===== config.mk =====
export PLATFORM = sky130hd
export DESIGN_NAME = stopwatch_ctrl
export DESIGN_NICKNAME = d
export VERILOG_FILES = /design/src/rtl/stopwatch_ctrl.sv
export SDC_FILE = /design/constraint.sdc
export NUM_CORES = 1
export LEC_CHECK = 0
export ABC_AREA = 1
export CAP_MARGIN = 5
export CORE_UTILIZATION = 30
export CTS_BUF_LIST = sky130_fd_sc_hd__clkbuf_16
export CTS_CLUSTER_DIAMETER = 40
export DETAILED_ROUTE_END_ITERATION = 10
export SLEW_MARGIN = 15
export SYNTH_ARGS = -nofsm -noshare
export SYNTH_HDL_FRONTEND = slang
export SYNTH_SLANG_ARGS = --single-unit

===== constraint.sdc =====
create_clock -name clk -period 3.4 [get_ports clk]
set_input_delay 0.51 -clock clk [delete_from_list [all_inputs] [get_ports clk]]
set_output_delay 0.51 -clock clk [all_outputs]
set_load 0.03 [all_outputs]

===== src/rtl/stopwatch_ctrl.sv =====
// rtl/stopwatch_ctrl.sv - stopwatch sequencing controller with tick prescaler
//
// Turns debounced start/stop, clear and lap buttons into run/hold, clear and
// tick controls for the cascaded seconds/minutes counters.
//
// Ports:
//   clk              system clock, rising edge
//   rst              synchronous reset, active-low
//   i_start_stop_btn start/stop button level (debounced, clk-synchronous)
//   i_reset_btn      clear button level
//   i_lap_btn        lap button level
//   o_Sw_Clk         one-cycle tick strobe every DIV running cycles
//   o_Start_Stop     1 = counters run, 0 = counters hold
//   o_reset          counter clear, high CLR_CYC cycles per clear
//   o_lap            display freeze flag
//   o_state          00 IDLE, 01 RUN, 10 PAUSE, 11 CLEAR

module stopwatch_ctrl #(
  parameter int DIV     = 500_000,
  parameter int PW      = 20,
  parameter int CLR_CYC = 2
) (
  input  logic       clk,
  input  logic       rst,
  input  logic       i_start_stop_btn,
  input  logic       i_reset_btn,
  input  logic       i_lap_btn,
  output logic       o_Sw_Clk,
  output logic       o_Start_Stop,
  output logic       o_reset,
  output logic       o_lap,
  output logic [1:0] o_state
);

  typedef enum logic [1:0] {
    S_IDLE  = 2'b00,
    S_RUN   = 2'b01,
    S_PAUSE = 2'b10,
    S_CLEAR = 2'b11
  } state_t;

  localparam int            CW         = (CLR_CYC > 1) ? $clog2(CLR_CYC) : 1;
  localparam logic [PW-1:0] PRESC_LAST = PW'(DIV - 1);
  localparam logic [CW-1:0] CLR_LAST   = CW'(CLR_CYC - 1);

  state_t        state_q, state_d;
  logic [PW-1:0] presc_q, presc_d;
  logic [CW-1:0] clr_cnt_q, clr_cnt_d;
  logic          tick_q, tick_d;
  logic          run_q, run_d;
  logic          clr_q, clr_d;
  logic          lap_q, lap_d;
  logic          start_btn_q, reset_btn_q, lap_btn_q;
  logic          start_press, reset_press, lap_press;

  always_comb begin
    start_press = i_start_stop_btn & ~start_btn_q;
    reset_press = i_reset_btn & ~reset_btn_q;
    lap_press   = i_lap_btn & ~lap_btn_q;

    state_d   = state_q;
    clr_cnt_d = clr_cnt_q;
    lap_d     = lap_q;

    // Only the highest-priority press in a cycle has any effect.
    case (state_q)
      S_IDLE: begin
        if (reset_press) begin
          state_d   = S_CLEAR;
          clr_cnt_d = '0;
          lap_d     = 1'b0;
        end else if (start_press) begin
          state_d = S_RUN;
        end
      end
      S_RUN, S_PAUSE: begin
        if (reset_press) begin
          state_d   = S_CLEAR;
          clr_cnt_d = '0;
          lap_d     = 1'b0;
        end else if (start_press) begin
          state_d = (state_q == S_RUN) ? S_PAUSE : S_RUN;
        end else if (lap_press) begin
          lap_d = ~lap_q;
        end
      end
      S_CLEAR: begin
        if (clr_cnt_q == CLR_LAST) begin
          state_d = S_IDLE;
        end else begin
          clr_cnt_d = clr_cnt_q + CW'(1);
        end
      end
      default: state_d = S_IDLE;
    endcase

    // Prescaler follows the current state so a pause press on the wrap
    // cycle still wraps, and PAUSE keeps the phase for the next resume.
    case (state_q)
      S_RUN:   presc_d = (presc_q == PRESC_LAST) ? '0 : presc_q + PW'(1);
      S_PAUSE: presc_d = presc_q;
      default: presc_d = '0;
    endcase

    tick_d = (state_q == S_RUN) && (presc_q == PRESC_LAST);
    run_d  = (state_d == S_RUN);
    clr_d  = (state_d == S_CLEAR);
  end

  always_ff @(posedge clk) begin
    if (!rst) begin
      state_q     <= S_IDLE;
      presc_q     <= '0;
      clr_cnt_q   <= '0;
      tick_q      <= 1'b0;
      run_q       <= 1'b0;
      clr_q       <= 1'b0;
      lap_q       <= 1'b0;
      // Buttons held through reset must not register as presses.
      start_btn_q <= 1'b1;
      reset_btn_q <= 1'b1;
      lap_btn_q   <= 1'b1;
    end else begin
      state_q     <= state_d;
      presc_q     <= presc_d;
      clr_cnt_q   <= clr_cnt_d;
      tick_q      <= tick_d;
      run_q       <= run_d;
      clr_q       <= clr_d;
      lap_q       <= lap_d;
      start_btn_q <= i_start_stop_btn;
      reset_btn_q <= i_reset_btn;
      lap_btn_q   <= i_lap_btn;
    end
  end

  assign o_Sw_Clk     = tick_q;
  assign o_Start_Stop = run_q;
  assign o_reset      = clr_q;
  assign o_lap        = lap_q;
  assign o_state      = state_q;

endmodule

# After elaboration in Yosys (flattened, before gate mapping)
# Index checks and enable logic that the tools add are counted.
totals:
  register_bits: 30
  in_bits: 5
  output_inout_bits: 6
  word_cells: 51
op_classes:
  addsub: 2
  eq_ne: 10
  n_mux: 16
  n_bitwise: 7
  n_reduce_logical: 6
ops:
  columns: ["operator", "count"]
  rows:
  - ["$pmux 20 s2", 1]
  - ["$add 20x1->20 const B", 1]
  - ["$eq 20x19->1 const B", 1]
  - ["$mux 20", 1]
  - ["$mux 2", 6]
  - ["$eq 2x2->1 const B", 3]
  - ["$ne 3x3->1 const B", 2]
  - ["$pmux 2 s3", 1]
  - ["$mux 1", 5]
  - ["$eq 2x1->1 const B", 2]
  - ["$not 1->1", 4]
  - ["$pmux 1 s2", 2]
  - ["$reduce_and 4->1", 1]
  - ["$and 1x1->1", 3]
  - ["$reduce_or 3->1", 1]
  - ["$logic_not 2->1", 1]
  - ["$ne 2x1->1 const B", 1]
  - ["$ne 2x2->1 const B", 1]
  - ["$reduce_bool 2->1", 1]
  - ["$reduce_or 2->1", 1]
  - ["$add 1x1->1 const B", 1]
  - ["$logic_and 1x1->1", 1]

# Longest topological paths before layout
# Gate-level depths: netlist of the first run.
logic_depth:
  depth_word: 6
  ltp_mapped: 9

# Worst setup path before layout of the first run
# OpenSTA, ideal clock, no wires.
synth_path:
  path_type: "register to register"
  startpoint: "register state_q[0], in the netlist o_state[0]"
  endpoint: "register presc_q[10]"
  setup_ps: 116
  arrival_time_ps: 1638
  t_required_ps: 3284
  path_slack_ps: 1646
  path_stages_with_launch: 8
  n_path_buf: 0
  period_less_slack_ps: 1754
  path_cell_list: "dfxtp_1 > inv_1 > ha_1 > inv_1 > nand3_1 > nor2_1 > xor2_1 > nor2_2"
synth_via:
  elab_chain_len: 2
synth_rtl:
  columns: ["item", "line", "rtl"]
  rows:
  - ["start: declaration", "46", "state_t state_q, state_d;"]
  - ["start signal: assignment", "124", "state_q <= state_d;"]
  - ["$eq 2x2->1 / $eq 2x1->1 (equally long branches)", "99", "case (state_q)"]
  - ["$pmux 20 s2", "99", null]
  - ["end signal: assignment", "125", "presc_q <= presc_d;"]
  - ["end: declaration", "47", "logic [PW-1:0] presc_q, presc_d;"]
# Several ways; a longest one is shown, not always the timed one.
# A chain may end at the register's enable or synchronous reset.

# Final worst setup path of the first run
# Ends and elaborated chain as after synthesis.

==> flow_results.xml, run 1 <==
<?xml version="1.0" encoding="UTF-8"?>
<metrics>
  <group name="die">
    <metric name="rows" unit="">28</metric>
    <metric name="die_x" unit="µm">80.9</metric>
    <metric name="die_h" unit="µm">80.9</metric>
    <metric name="core-area" unit="mm²">0.00596</metric>
    <metric name="die_area" unit="mm²">0.00655</metric>
    <metric name="initial_util" unit="%">31.4</metric>
    <metric name="ioPinCount" unit="">11</metric>
  </group>
  <group name="global_routing">
    <metric name="first_pass_grt_wire_length" unit="µm">6820</metric>
    <metric name="grt_usage" unit="%">13.7</metric>
    <metric name="overflow" unit="">0</metric>
    <metric name="maximum_number_of_pins_on_one_net_before_global_route_repair" unit="">16</metric>
    <metric name="first_global_vias" unit="">1466</metric>
    <metric name="number_of_antenna_violations_at_the_first_check_in_global_routing" unit="">0</metric>
  </group>
  <group name="final_layout">
    <metric name="area_delta_synth_final" unit="%">16.9</metric>
    <metric name="layout.cell_area.non_filler" unit="mm²">0.00218</metric>
    <metric name="final_layout_size_suffix_gt1_share" unit="%">21.0</metric>
    <metric name="final_nets" unit="">277</metric>
    <metric name="mostFrequentLayoutCells" unit="">51 x sky130_fd_sc_hd__nand2_1, 36 x sky130_fd_sc_hd__inv_1, 31 x sky130_fd_sc_hd__nor2_1, 30 x sky130_fd_sc_hd__dfxtp_1, 13 x sky130_fd_sc_hd__nor2_2</metric>
    <metric name="n_fill_cell" unit="">658</metric>
    <metric name="utilization" unit="%">36.7</metric>
    <metric name="layout_commonest_cell" unit="">sky130_fd_sc_hd__nand2_1</metric>
    <metric name="insertedDiodeCount" unit="">0</metric>
  </group>
  <group name="setup_path">
    <metric name="worst-path-buf-inv" unit="">2</metric>
    <metric name="critPathLaunchType" unit="">flop</metric>
    <metric name="critical_path_required" unit="ns">3.57</metric>
    <metric name="crit_path_end_kind" unit="">flop</metric>
    <metric name="critPathMaxFanout" unit="">15</metric>
    <metric name="cp_common_cell" unit="">sky130_fd_sc_hd__inv_1</metric>
    <metric name="regToRegSetupSlack" unit="ns">1.46</metric>
    <metric name="timing.critical_path.slowest_stage_cell" unit="">sky130_fd_sc_hd__dfxtp_1</metric>
    <metric name="cp_cell_sequence" unit="">inv_1 -&gt; ha_1 -&gt; inv_1 -&gt; nand3_1 -&gt; nor2_1 -&gt; xor2_1 -&gt; nor2_2</metric>
    <metric name="cp_data_arrival_time" unit="ns">2.10</metric>
    <metric name="worstSetupPathType" unit="">flop to flop</metric>
    <metric name="crit_family" unit="">flip-flops</metric>
    <metric name="timing.critical_path.slowest_cell_delay" unit="ns">0.44</metric>
  </group>
  <group name="synthesis">
    <metric name="yosys_register_bits" unit="">30</metric>
    <metric name="ys_types" unit="">32</metric>
    <metric name="synth_area_per_cell" unit="µm²">7.41</metric>
    <metric name="yosys_warnings" unit="">0</metric>
    <metric name="async_flop_share" unit="%">0</metric>
    <metric name="ys_seq_area_share" unit="%">32.2</metric>
    <metric name="synth.cell_area" unit="mm²">0.00187</metric>
    <metric name="synth_enable_flop_cells" unit="">0</metric>
    <metric name="mappedNetlistNets" unit="">263</metric>
    <metric name="ys.flop_type" unit="">sky130_fd_sc_hd__dfxtp_1</metric>
    <metric name="synth_cells" unit="">252</metric>
  </group>
  <group name="route">
    <metric name="dr.first_iter.drc_count" unit="">68</metric>
    <metric name="drtPass1Iterations" unit="">4</metric>
    <metric name="wirelength" unit="µm">3820</metric>
    <metric name="route.vias.total" unit="">1537</metric>
    <metric name="final_antenna_net_count" unit="">0</metric>
    <metric name="drc_errors" unit="">0</metric>
    <metric name="via_per_inst" unit="">4.49</metric>
    <metric name="detail_route.wl_per_cell" unit="µm">11.2</metric>
  </group>
  <group name="power">
    <metric name="peakVddDrop" unit="mV">0.262</metric>
    <metric name="pwr_density_cell" unit="mW/mm²">410</metric>
    <metric name="total_leakage_power" unit="nW">0.811</metric>
  </group>
  <group name="clocking">
    <metric name="cts_hold_repair_buffers" unit="">0</metric>
    <metric name="worstSkewPairLatency" unit="ns">0.27</metric>
    <metric name="numCtsBuffers" unit="">5</metric>
    <metric name="clock-root-buffer" unit="">sky130_fd_sc_hd__clkbuf_16</metric>
    <metric name="cts-htree-levels" unit="">2</metric>
    <metric name="post-cts-setup-buffers" unit="">0</metric>
    <metric name="cts_buffer_depth" unit="">2</metric>
    <metric name="tritoncts" unit="">yes</metric>
    <metric name="postCtsResizedCells" unit="">0</metric>
    <metric name="clk_pin_slew" unit="ns">0.05</metric>
    <metric name="cts_num_sinks" unit="">30</metric>
  </group>
  <group name="run_status">
    <metric name="run_status" unit="">finished, final reports clean</metric>
  </group>
  <group name="timing">
    <metric name="finalSetupViolCount" unit="">0</metric>
    <metric name="finalHoldViolations" unit="">0</metric>
    <metric name="fin_tns_setup" unit="ns">0</metric>
    <metric name="layout_min_cycle_time" unit="ns">1.94</metric>
    <metric name="slew_headroom" unit="%">59.8</metric>
    <metric name="post-route-worst-setup-slack" unit="ns">1.46</metric>
    <metric name="share_of_the_clock_period_used_by_the_worst_path" unit="%">57.0</metric>
    <metric name="hold_slack" unit="ns">0.477</metric>
    <metric name="rsz_0062_raised_after_global_routing" unit="">false</metric>
    <metric name="slew_viol_final" unit="">0</metric>
    <metric name="fmax" unit="MHz">516</metric>
    <metric name="worstMarginPinSlew" unit="ns">0.603</metric>
    <metric name="clock-skew-final" unit="ns">0.00634</metric>
  </group>
  <group name="place">
    <metric name="placement.cell_area" unit="mm²">0.00205</metric>
    <metric name="dp.final_hpwl" unit="µm">2890</metric>
    <metric name="gp_congestion" unit="">0.760</metric>
    <metric name="port_buffers" unit="">10</metric>
    <metric name="post_place_setup_slack" unit="ns">1.32</metric>
  </group>
  <group name="min_path">
    <metric name="holdCritPathClass" unit="">flop to flop</metric>
  </group>
  <group name="run">
    <metric name="cap_violations" unit="">0</metric>
  </group>
</metrics>
registers in the layout, indices dropped and copies added (netlist names):
signal        flops
o_state           2
o_Start_Stop      1
o_lap             1
presc_q          20
lap_btn_q         1
clr_cnt_q         1
start_btn_q       1
o_reset           1
reset_btn_q       1
o_Sw_Clk          1
synthesized netlist by cell type (4+ instances only):
cell	n	area [µm²]
sky130_fd_sc_hd__xor2_1	6	52.6
sky130_fd_sc_hd__nand2_1	51	191
sky130_fd_sc_hd__a21oi_1	8	40.0
sky130_fd_sc_hd__inv_1	35	131
sky130_fd_sc_hd__a21oi_2	7	61.3
sky130_fd_sc_hd__nor2_4	4	45.0
sky130_fd_sc_hd__dfxtp_1	30	601
sky130_fd_sc_hd__o21ai_0	6	30.0
sky130_fd_sc_hd__nand3_2	5	50.1
sky130_fd_sc_hd__nand2_2	7	43.8
sky130_fd_sc_hd__nand4_1	5	31.3
sky130_fd_sc_hd__nand3_1	11	55.1
sky130_fd_sc_hd__ha_1	6	75.1
sky130_fd_sc_hd__nor2_1	31	116
sky130_fd_sc_hd__nor2_2	13	81.3
logic make-up (layout without fill, tap and decap cells):
kind of cell	after synthesis	count (layout)	share of synthesized area (%)
XOR/XNOR	8	8	3.75
adder cells (fa/ha/maj)	6	6	4.02
buffers and inverters	39	54	8.04
AO/OA/AOI/OAI	26	26	9.65
flip-flops	30	30	32.2
AND/OR/NAND/NOR	143	143	42.4
stage by stage:
| step | power, W | std cells |
|---|---|---|
| finish | 0.000897 | 342 |
| CTS | 0.000909 | 342 |
| global route | 0.000935 | 342 |
| detailed placement | 0.000488 | 334 |
| global placement | 0.000488 | 334 |
| floorplan | 0.000457 | 252 |
area by class of cell:
type / instances / area (µm²) / area share (%)
Tap cell: 75 / 93.8 / 4.30
Sequential cell: 30 / 601 / 27.5
Timing Repair Buffer: 10 / 100 / 4.58
Multi-Input combinational cell: 183 / 1120 / 51.1
Inverter: 36 / 135 / 6.19
Clock inverter: 3 / 12.5 / 0.573
Clock buffer: 5 / 125 / 5.73
final timing paths:
check             start     endpoint  depth (start not counted)
max reg2reg  o_state[0]  presc_q[10]                          7
max          o_state[0]  presc_q[10]                          7
min reg2reg       o_lap        o_lap                          2
min               o_lap        o_lap                          2
where the power goes:
group          switching, W  total (W)  internal, W  leakage (nW)
logic             0.0000715   0.000110    0.0000387         0.495
clock network      0.000153   0.000417     0.000264        0.0724
registers        0.00000800   0.000369     0.000361         0.243
total              0.000233   0.000897     0.000664         0.811
tightest hold or removal path, cell delays in order, from the launching register on:
cell	delay, ns
sky130_fd_sc_hd__dfxtp_1	0.32
sky130_fd_sc_hd__nand2_1	0.06
sky130_fd_sc_hd__a21oi_1	0.05
metal layers:
layer	up-vias	wire length, µm	track usage, %
met5	-	0	0
met4	0	47	4.29
met3	5	106	3.03
met2	22	1770	22.9
met1	687	1890	17.3
li1	823	-	-
Power figures use the tool's default switching activity.
==> run 2: changes to the inputs <==
Clock period 3.4 ns to 1.7 ns, I/O delays scaled along.
==> flow_results.xml, run 2 (synthesis results as in run 1) <==
<?xml version="1.0" encoding="UTF-8"?>
<metrics>
  <group name="route">
    <metric name="dr.first_iter.drc_count" unit="">98</metric>
    <metric name="final_antenna_net_count" unit="">0</metric>
    <metric name="drc_errors" unit="">0</metric>
    <metric name="drtPass1Iterations" unit="">4</metric>
    <metric name="detail_route.wl_per_cell" unit="µm">11.5</metric>
    <metric name="wirelength" unit="µm">3970</metric>
    <metric name="via_per_inst" unit="">4.56</metric>
    <metric name="route.vias.total" unit="">1574</metric>
  </group>
  <group name="final_layout">
    <metric name="max_ffs_per_register" unit="">20</metric>
    <metric name="insertedDiodeCount" unit="">0</metric>
    <metric name="mostFrequentLayoutCells" unit="">51 x sky130_fd_sc_hd__nand2_1, 34 x sky130_fd_sc_hd__inv_1, 30 x sky130_fd_sc_hd__nor2_1, 29 x sky130_fd_sc_hd__dfxtp_1, 14 x sky130_fd_sc_hd__nor2_2</metric>
    <metric name="final_nets" unit="">282</metric>
    <metric name="final_layout_size_suffix_gt1_share" unit="%">23.3</metric>
    <metric name="area_delta_synth_final" unit="%">19.0</metric>
    <metric name="utilization" unit="%">37.3</metric>
    <metric name="layout_commonest_cell" unit="">sky130_fd_sc_hd__nand2_1</metric>
    <metric name="regMostFlops" unit="">presc_q</metric>
  </group>
  <group name="timing">
    <metric name="hold_slack" unit="ns">0.483</metric>
    <metric name="slew_headroom" unit="%">78.0</metric>
    <metric name="rsz_0062_raised_after_global_routing" unit="">true</metric>
    <metric name="fmax" unit="MHz">605</metric>
    <metric name="clock-skew-final" unit="ns">0.00142</metric>
    <metric name="finalHoldViolations" unit="">0</metric>
    <metric name="slew_viol_final" unit="">0</metric>
    <metric name="share_of_the_clock_period_used_by_the_worst_path" unit="%">97.3</metric>
    <metric name="fin_tns_setup" unit="ns">0</metric>
    <metric name="worstMarginPinSlew" unit="ns">0.329</metric>
    <metric name="finalSetupViolCount" unit="">0</metric>
    <metric name="layout_min_cycle_time" unit="ns">1.65</metric>
  </group>
  <group name="die">
    <metric name="rows" unit="">28</metric>
    <metric name="ioPinCount" unit="">11</metric>
    <metric name="die_x" unit="µm">80.9</metric>
    <metric name="die_h" unit="µm">80.9</metric>
    <metric name="core-area" unit="mm²">0.00596</metric>
    <metric name="die_area" unit="mm²">0.00655</metric>
    <metric name="initial_util" unit="%">31.4</metric>
  </group>
  <group name="clocking">
    <metric name="cts_num_sinks" unit="">30</metric>
    <metric name="clock-root-buffer" unit="">sky130_fd_sc_hd__clkbuf_16</metric>
    <metric name="tritoncts" unit="">yes</metric>
    <metric name="worstSkewPairLatency" unit="ns">0.27</metric>
    <metric name="cts_hold_repair_buffers" unit="">0</metric>
    <metric name="cts-htree-levels" unit="">2</metric>
    <metric name="numCtsBuffers" unit="">5</metric>
    <metric name="post-cts-setup-buffers" unit="">0</metric>
    <metric name="cts_buffer_depth" unit="">2</metric>
    <metric name="clk_pin_slew" unit="ns">0.05</metric>
  </group>
  <group name="setup_path">
    <metric name="crit_path_end_kind" unit="">output port</metric>
    <metric name="critPathMaxFanout" unit="">6</metric>
    <metric name="worstSetupPathType" unit="">flop to output port</metric>
    <metric name="cp_data_arrival_time" unit="ns">1.40</metric>
    <metric name="critical_path_required" unit="ns">1.44</metric>
    <metric name="timing.critical_path.slowest_stage_cell" unit="">sky130_fd_sc_hd__clkdlybuf4s50_1</metric>
    <metric name="r2r-start" unit="">presc_q[0]</metric>
    <metric name="timing.critical_path.slowest_cell_delay" unit="ns">0.67</metric>
    <metric name="critPathLaunchType" unit="">flop</metric>
    <metric name="cp_cell_sequence" unit="">buf_4 -&gt; clkdlybuf4s50_1</metric>
    <metric name="setup.worst_path.start" unit="">o_state[0]</metric>
  </group>
  <group name="run_status">
    <metric name="run_status" unit="">finished, final reports clean</metric>
  </group>
  <group name="power">
    <metric name="peakVddDrop" unit="mV">0.410</metric>
    <metric name="pwr_density_cell" unit="mW/mm²">801</metric>
    <metric name="total_leakage_power" unit="nW">0.845</metric>
  </group>
  <group name="place">
    <metric name="dp.final_hpwl" unit="µm">2930</metric>
    <metric name="gp_congestion" unit="">0.865</metric>
    <metric name="port_buffers" unit="">10</metric>
  </group>
  <group name="min_path">
    <metric name="hold_start" unit="">o_lap</metric>
    <metric name="holdCritPathClass" unit="">flop to flop</metric>
  </group>
  <group name="global_routing">
    <metric name="first_global_vias" unit="">1498</metric>
    <metric name="overflow" unit="">0</metric>
    <metric name="number_of_antenna_violations_at_the_first_check_in_global_routing" unit="">0</metric>
    <metric name="grt_usage" unit="%">13.9</metric>
    <metric name="first_pass_grt_wire_length" unit="µm">6880</metric>
    <metric name="maximum_number_of_pins_on_one_net_before_global_route_repair" unit="">12</metric>
  </group>
  <group name="run">
    <metric name="cap_violations" unit="">0</metric>
  </group>
</metrics>
## run 2: repair_timing
item,in CTS,in global routing
endpoints found under the hold margin,0,0
resized for setup,0,3
endpoints found under the setup margin,0,12
## run 2: layout make-up
class,instances,area [µm²]
Clock buffer,5,125
Clock inverter,1,3.75
Fill cell,629,3730
Inverter,36,135
Multi-Input combinational cell,184,1130
Sequential cell,30,602
Tap cell,75,93.8
Timing Repair Buffer,14,133
## run 2: metrics by stage
| stage | std cells | instance area, µm² | worst slack, ns | power, W |
|---|---|---|---|---|
| after global placement | 338 | 2080 | 0.116 | 0.000987 |
| after floorplan | 252 | 1870 | 0.0575 | 0.000914 |
| final | 345 | 2220 | 0.0460 | 0.00178 |
| after CTS | 344 | 2210 | 0.0359 | 0.00181 |
| after global routing | 345 | 2220 | 0.000871 | 0.00186 |
| after detailed placement | 338 | 2080 | 0.104 | 0.000990 |
## run 2: power breakdown
group / total (W) / leakage [nW] / switching [W] / internal (W)
clock network: 0.000800 / 0.0632 / 0.000282 / 0.000518
logic: 0.000246 / 0.538 / 0.000159 / 0.0000867
registers: 0.000735 / 0.243 / 0.0000114 / 0.000724
total: 0.00178 / 0.845 / 0.000453 / 0.00133
## run 2: final timing paths
path | cells after the start | to | slack (ns)
hold reg to reg | 2 | o_lap | 0.48
setup / recovery | 2 | o_state[0] | 0.05
hold / removal | 2 | o_lap | 0.48
setup reg to reg | 8 | presc_q[11] | 0.08
## run 2: worst max-delay path, delay by kind of cell (launching register included)
kind,cells,cell delay (ns)
buf+inv,2,0.81
flops,1,0.32
## run 2: layer usage
metal  wire (µm)  up-vias  track usage [%]
met4          76        0             5.18
li1            -      832                -
met3         157        7             4.04
met5           0        -                0
met1        1920      712             17.7
met2        1810       23             22.1
